`config.mk`:
```
export PLATFORM = sky130hd
export DESIGN_NAME = clock_gen
export DESIGN_NICKNAME = d
export VERILOG_FILES = /design/src/rtl/clock_gen.sv
export SDC_FILE = /design/constraint.sdc
export NUM_CORES = 1
export LEC_CHECK = 0
export CAP_MARGIN = 15
export CORE_UTILIZATION = 55
export DETAILED_ROUTE_END_ITERATION = 12
export PLACE_DENSITY = 0.9
export SLEW_MARGIN = 20
export SYNTH_ARGS = -nofsm -noshare
export SYNTH_HDL_FRONTEND = slang
export SYNTH_SLANG_ARGS = --single-unit
```
`constraint.sdc`:
```
create_clock -name clk -period 8.7 [get_ports clk]
set_clock_uncertainty 0.05 [all_clocks]
set_input_delay 0.87 -clock clk [delete_from_list [all_inputs] [get_ports clk]]
set_output_delay 0.87 -clock clk [all_outputs]
set_load 0.005 [all_outputs]
```
`src/rtl/clock_gen.sv`:
```
// clock_gen
// -----------------------------------------------------------------------------
// Derives every system clock from the single board clock:
//   - clk_cpu  : CPU clock, period 2^k board clocks, k selectable at run time
//   - clk_ram  : RAM clock, offset a quarter of a CPU period from clk_cpu
//   - clk_wren : RAM write strobe
//   - clk_srom / clk_vga : free-running clk/2
// The divide exponent only changes at a CPU period boundary, so every CPU
// period is complete and no runt pulses are produced. All outputs come
// straight from flops that are loaded with the decode of the next state.
//
// Optional feature (macro CLOCK_GEN_STEP_EN):
//   defined   -> halt / single-step controller driven by run and step
//   undefined -> run and step are ignored, halted is tied low, the counter
//                always runs; divide selection works the same way.
//
// Ports:
//   clk       in   board clock, all flops on the rising edge
//   reset     in   asynchronous, active-high
//   div_sel   in   requested divide exponent k (clamped to 2..MAX_LOG2)
//   run       in   1 = CPU clock runs, 0 = halt at the next period boundary
//   step      in   while halted, releases exactly one CPU period
//   clk_cpu   out  CPU clock
//   clk_ram   out  RAM clock
//   clk_wren  out  RAM write strobe
//   clk_srom  out  clk/2
//   clk_vga   out  clk/2, identical to clk_srom
//   cpu_tick  out  one-clk pulse coincident with each clk_cpu rise
//   halted    out  CPU clock domain frozen
//   div_cur   out  divide exponent currently in effect
// -----------------------------------------------------------------------------
module clock_gen #(
  parameter int MAX_LOG2    = 6,
  parameter int DEFAULT_DIV = 4,
  parameter int DIV_SEL_W   = 3
) (
  input  logic                 clk,
  input  logic                 reset,
  input  logic [DIV_SEL_W-1:0] div_sel,
  input  logic                 run,
  input  logic                 step,
  output logic                 clk_cpu,
  output logic                 clk_ram,
  output logic                 clk_wren,
  output logic                 clk_srom,
  output logic                 clk_vga,
  output logic                 cpu_tick,
  output logic                 halted,
  output logic [DIV_SEL_W-1:0] div_cur
);

  localparam int CW = MAX_LOG2;
  localparam logic [DIV_SEL_W-1:0] K_MIN = DIV_SEL_W'(2);
  localparam logic [DIV_SEL_W-1:0] K_MAX = DIV_SEL_W'(MAX_LOG2);
  localparam logic [DIV_SEL_W-1:0] K_RST = DIV_SEL_W'(DEFAULT_DIV);
  localparam logic [DIV_SEL_W-1:0] K_ONE = DIV_SEL_W'(1);
  localparam logic [DIV_SEL_W-1:0] K_TWO = DIV_SEL_W'(2);

  logic [CW-1:0]        cnt;
  logic [CW-1:0]        cnt_n;
  logic [DIV_SEL_W-1:0] k;
  logic [DIV_SEL_W-1:0] k_n;
  logic [DIV_SEL_W-1:0] k_sel;
  logic                 wrap;
  logic                 srom_q;
  logic                 cpu_n;
  logic                 ram_n;
  logic                 wren_n;
  logic                 tick_n;

`ifdef CLOCK_GEN_STEP_EN
  typedef enum logic [1:0] {
    S_RUN,
    S_HALT,
    S_STEP
  } state_t;

  state_t state;
  state_t state_n;
  logic   halted_n;
`else
  logic unused_inputs;
  assign unused_inputs = run ^ step;
`endif

  // Clamp the requested exponent into the legal range 2..MAX_LOG2.
  always_comb begin
    if (div_sel < K_MIN) begin
      k_sel = K_MIN;
    end else if (div_sel > K_MAX) begin
      k_sel = K_MAX;
    end else begin
      k_sel = div_sel;
    end
  end

  // Period end: cnt == 2^k - 1. The all-ones mask shifted left by k and
  // inverted gives exactly the low k bits set; for k == CW the shift clears
  // everything so the mask becomes all ones.
  assign wrap = (cnt == ~({CW{1'b1}} << k));

  // Next-state logic. A new k is only accepted at a period boundary (or
  // while frozen), which is what keeps every CPU period complete.
  always_comb begin
    cnt_n = cnt + CW'(1);
    k_n   = k;
`ifdef CLOCK_GEN_STEP_EN
    state_n = state;
    case (state)
      S_RUN, S_STEP: begin
        // A step period ends exactly like a run period: run decides
        // whether the next period is released or the domain freezes.
        if (wrap) begin
          cnt_n = '0;
          k_n   = k_sel;
          if (run) begin
            state_n = S_RUN;
          end else begin
            state_n = S_HALT;
          end
        end
      end
      S_HALT: begin
        cnt_n = '0;
        k_n   = k_sel;
        if (run) begin
          state_n = S_RUN;
          cnt_n   = CW'(1);
        end else if (step) begin
          state_n = S_STEP;
          cnt_n   = CW'(1);
        end
      end
      default: begin
        state_n = S_RUN;
        cnt_n   = '0;
      end
    endcase
    halted_n = (state_n == S_HALT);
`else
    if (wrap) begin
      cnt_n = '0;
      k_n   = k_sel;
    end
`endif
  end

  // Output decode of the next state, so the registered outputs line up with
  // the registered counter. A held counter of 0 yields the idle levels.
  always_comb begin
    cpu_n  = |(cnt_n & (CW'(1) << (k_n - K_ONE)));
    ram_n  = ~|(cnt_n & (CW'(1) << (k_n - K_TWO)));
    wren_n = cpu_n ^ ~ram_n;
    tick_n = (cnt_n == (CW'(1) << (k_n - K_ONE)));
  end

  // Single register bank: counter, exponent, controller state and every
  // clock output.
  always_ff @(posedge clk or posedge reset) begin
    if (reset) begin
      cnt      <= '0;
      k        <= K_RST;
      clk_cpu  <= 1'b0;
      clk_ram  <= 1'b1;
      clk_wren <= 1'b0;
      cpu_tick <= 1'b0;
      srom_q   <= 1'b0;
`ifdef CLOCK_GEN_STEP_EN
      state    <= S_RUN;
      halted   <= 1'b0;
`endif
    end else begin
      cnt      <= cnt_n;
      k        <= k_n;
      clk_cpu  <= cpu_n;
      clk_ram  <= ram_n;
      clk_wren <= wren_n;
      cpu_tick <= tick_n;
      srom_q   <= ~srom_q;
`ifdef CLOCK_GEN_STEP_EN
      state    <= state_n;
      halted   <= halted_n;
`endif
    end
  end

`ifndef CLOCK_GEN_STEP_EN
  assign halted = 1'b0;
`endif

  assign clk_srom = srom_q;
  assign clk_vga  = srom_q;
  assign div_cur  = k;

endmodule

```
* Word level (Yosys, flattened, before mapping)
Cells that the tools add are included.
Word-level totals: register bits after elaboration 14, input port bits 7, output and inout bits 10, word-level logic and storage cells 29
Cells by class: add/sub/neg operators 3, $lt $le $gt $ge 2, equality and inequality tests 2, shift operators 3, mux-type cells 4, bitwise logic cells 5, reduce and logical (&&, ||, !) cells 3
Operators with widths (number):
- 6-bit bitwise AND | 2
- 6-bit equality test | 2
- 6-bit OR reduction | 2
- 1-bit by 3-bit left shift with 6-bit output, first input constant | 2
- 3-bit two-way mux | 3
- 6-bit by 1-bit adder with 6-bit output, second input constant | 1
- 6-bit two-way mux | 1
- 6-bit inverter | 1
- 6-bit by 3-bit left shift with 6-bit output, first input constant | 1
- 3-bit > comparator, second input constant | 1
- 3-bit by 2-bit < comparator with 1-bit output, second input constant | 1
- 3-bit by 1-bit subtractor with 3-bit output, second input constant | 1
- 3-bit by 2-bit subtractor with 3-bit output, second input constant | 1
- 1-bit logical NOT | 1
- 1-bit inverter | 1
- 1-bit XOR | 1

* Logic depth before layout (Yosys ltp)
depth after elaboration 9, mapped depth 13, mapped depth without buffers 11

* Least setup slack after synthesis
No wires, ideal clock.
kind flip-flop to flip-flop, start point register k[1], in the netlist div_cur[1], end point register cpu_tick, library setup time 86 ps, arrival time 2675 ps, required time 8564 ps, setup slack 5889 ps, stages on the path, launching flop included 10, path buffers 0, clock period less this slack 2811 ps, cells stage by stage dfrtp_1 -> or3_1 -> a211o_1 -> a21o_1 -> a21oi_1 -> o21ai_1 -> nor3_1 -> ha_1 -> or4_1 -> nor3_1
Between the ends: cells in the longest elaborated chain, start to end 7, elaborated cells between the ends (all ways) 8, classes of those cells add/sub (1); eq/ne (2); shift (2); mux (2); bitwise (1)
RTL lines:
- start: declaration | line 61 | logic [DIV_SEL_W-1:0] k;
- start signal: assignment | line 174 | k <= k_n;
- 6-bit by 3-bit left shift with 6-bit output | line 100 | assign wrap = (cnt == ~({CW{1'b1}} << k));
- 6-bit inverter | line 100
- 6-bit equality test | line 100
- 3-bit two-way mux | line 141 | if (wrap) begin
- via k_n[0] | line 62 | logic [DIV_SEL_W-1:0] k_n;
- 3-bit by 1-bit subtractor with 3-bit output | line 154 | tick_n = (cnt_n == (CW'(1) << (k_n - K_ONE)));
- 1-bit by 3-bit left shift with 6-bit output | line 154
- 6-bit equality test | line 154
- via tick_n | line 69 | logic tick_n;
- end signal: assignment | line 178 | cpu_tick <= tick_n;
- end: declaration | line 47 | output logic cpu_tick,
The timed path passes the listed nets, and every way through them passes these cells.

* Final worst setup path
start point register k[1], in the netlist div_cur[1], end point register cpu_tick
Between the ends: cells in the longest elaborated chain, start to end 7, elaborated cells between the ends (all ways) 8, classes of those cells add/sub (1); eq/ne (2); shift (2); mux (2); bitwise (1)
RTL lines (line):
- 6-bit by 3-bit left shift with 6-bit output | 100
- 6-bit inverter | 100
- 6-bit equality test | 100
- 3-bit two-way mux | 141
- 3-bit by 1-bit subtractor with 3-bit output | 154
- 1-bit by 3-bit left shift with 6-bit output | 154
- 6-bit equality test (*) | 154
- via tick_n | 69
Mark *: on every way through the listed nets, which the timed path passes. The rest lies on a longest branch.

==> impl_metrics.toml <==
[clock_tree]
worstSkewPairLatency_ps = 270
cts_sinks = 14
cts_setup_buffers = 0
hold_buffers = 0
cts_made_buffers = 3
cts_resized = 0
cts-root-buf = "clkbuf_4"
clk_pin_slew_ps = 80
cts.path.max_buffers = 2
cts_tree = "yes"
htree_num_levels = 1

[power]
finalPower_mw = 0.439
ir_worst_vdd_mv = 0.279
leakage_nw = 0.527
p_per_area_nw_per_um2 = 378

[min_path]
hold_depth = 1
hp-class = "flip-flop to flip-flop"
hold_path_end = "clk_srom$_DFF_PP0_"
hp-start = "clk_srom$_DFF_PP0_"

[yosys]
yosysWarnings = 0
synth_ff_type = "dfrtp_1"
synth_area_um2 = 1030
netlist_instances = 117
synth_nets = 131
ys_types = 42
synth_edf_count = 0
async_flop_share = 1.00
ys_ff_latch = 14
syn_avg_cell_area_um2 = 8.80
seq_area_frac_synth = 0.343

[timing]
min_period_ps = 3400
maxSlewViolCount = 0
fin_crit_sh = 0.391
tightest_slew_ps = 526
hold_viol = 0
setup_tns_ps = 0
hold_slack_ps = 396
finalSetupViolCount = 0
max_slew_margin = 0.649
rsz0062_at_grt = "false"
fmax_ghz = 0.294

[routing]
post_drt_wl_per_cell_um = 15.6
wl_met3_um = 159
num_vias = 940
top_layer = "met4"
wl_met1_um = 910
wl_met2_um = 1260
drc = 0
drtPass1Iterations = 4
ant_nets = 0
wl_um = 2360
via_per_inst = 6.23
initialDrtViolationCount = 37

[global_route]
grt.overflow.total = 0
grt_pass1_vias = 854
grt_pass1_wl_um = 3790
grt_max_degree = 16
antenna_found_initial = 0
grt_usage = 0.260

[floorplanning]
row_count = 15
die-height_um = 45.3
die_w_um = 45.3
start_util = 0.590
core_um2 = 1750
die_area_um2 = 2050
io_pins = 17

[setup_path]
rr_startpoint = "div_cur[1]$_DFF_PP0_"
end_kind = "flip-flop"
reg2regPathDepth = 9
cp.required_ps = 8840
worstSetupStartpointType = "flip-flop"
r2r_slack_ps = 5300
worst-setup-path-type = "flip-flop to flip-flop"
cp.arrival_ps = 3540
crit_path_start = "div_cur[1]$_DFF_PP0_"
r2r-end = "cpu_tick$_DFF_PP0_"
path_max_fanout = 14

[layout]
fin_nets = 141
nFillCells = 142
insertedDiodeCount = 0
drive_gt1_frac = 0.103
fin_util = 0.665
syn2layout_area_growth_pct = 12.8

[place]
port_buffers = 13
hpwl_um = 1790
gp_congestion = 0.823

[status]
status = "finished clean"

[job]
max_cap_viol_count = 0
worst max path at each step:
stage / slack [ps] / cells past startpoint / endpoint
3_3_place_gp: 5460 / 8 / cpu_tick$_DFF_PP0_
2_1_floorplan: 5890 / 9 / cpu_tick$_DFF_PP0_
5_1_grt: 5020 / 9 / cpu_tick$_DFF_PP0_
3_5_place_dp: 5350 / 9 / cpu_tick$_DFF_PP0_
4_1_cts: 5300 / 9 / cpu_tick$_DFF_PP0_
6_report: 5300 / 9 / cpu_tick$_DFF_PP0_
report_power, final:
part	switching, mW	internal, mW
Clock	0.0210	0.0254
Combinational	0.139	0.112
Sequential	0.0459	0.0956
Total	0.206	0.233
per-stage QoR:
stage | worst slack (ps) | instances | area, um^2
after floorplan | 5890 | 117 | 1030
after global placement | 5460 | 147 | 1120
after detailed placement | 5350 | 147 | 1120
after CTS | 5300 | 151 | 1160
after global routing | 5020 | 151 | 1160
final | 5300 | 151 | 1160
layer usage:
| layer | vias up | track usage |
|---|---|---|
| li1 | 434 | - |
| met1 | 455 | 0.305 |
| met2 | 45 | 0.461 |
| met3 | 6 | 0.0360 |
| met4 | 0 | 0.127 |
| met5 | - | 0 |
critical path, cell delays in order, from the launching register on:
cell	delay [ps]
dfrtp_1	550
xor2_1	230
o31ai_1	450
and3_1	390
mux2i_1	470
nand2_1	160
nor2_1	130
ha_1	230
or4_1	500
nor3_1	140
flip-flops by register name, indices dropped and copies added, names as in the netlist:
name,count
cnt,6
clk_wren,1
cpu_tick,1
clk_cpu,1
div_cur,3
clk_srom,1
clk_ram,1
cell usage in the layout (no fill, tap or decap), drive strengths merged, types with 2 or more instances in the layout:
master         instances
a211o                  2
a21oi                  2
and2                   2
and3                   6
clkbuf                 4
clkdlybuf4s50         13
dfrtp                 12
dfstp                  2
ha                     7
inv                    7
nand2                  7
nand3                  8
nand4                  2
nor2                  12
nor2b                  2
nor3                   4
nor4                   2
o2111ai                2
o21ai                  8
xnor2                  3
xor2                   3
cell usage after synthesis, types with 2 or more instances:
library cell | count | area, um^2
a211o_1 | 2 | 17.5
a21oi_1 | 2 | 10.0
and3_1 | 4 | 25.0
and3_2 | 2 | 15.0
buf_2 | 2 | 10.0
buf_4 | 3 | 22.5
buf_6 | 3 | 33.8
dfrtp_1 | 12 | 300
dfstp_2 | 2 | 52.6
ha_1 | 7 | 87.6
inv_1 | 7 | 26.3
nand2_1 | 7 | 26.3
nand3_1 | 8 | 40.0
nand4_1 | 2 | 12.5
nor2_1 | 12 | 45.0
nor2b_1 | 2 | 12.5
nor3_1 | 4 | 20.0
nor4_1 | 2 | 12.5
o21ai_0 | 5 | 25.0
o21ai_1 | 3 | 15.0
xnor2_1 | 3 | 26.3
xor2_1 | 3 | 26.3
layout make-up:
cell class              instances  area, um^2  share of cell area
clock buffers                   4        36.3              0.0313
inverters                       7        26.3              0.0226
multi-input cells              88         584               0.503
flip-flops and latches         14         353               0.304
well taps                      25        31.3              0.0269
repair buffers                 13         130               0.112
kinds of logic (layout without fill, tap and decap cells):
group / count (synthesis) / count (layout) / share of synthesized area
flops: 14 / 14 / 0.343
xor+xnor: 6 / 6 / 0.0510
mux: 2 / 2 / 0.0207
other cells: 1 / 1 / 0.00364
buf+inv: 15 / 24 / 0.0899
compound gates: 23 / 23 / 0.163
simple gates: 49 / 49 / 0.244
fa+ha+maj: 7 / 7 / 0.0851
Power figures use the tool's default switching activity.
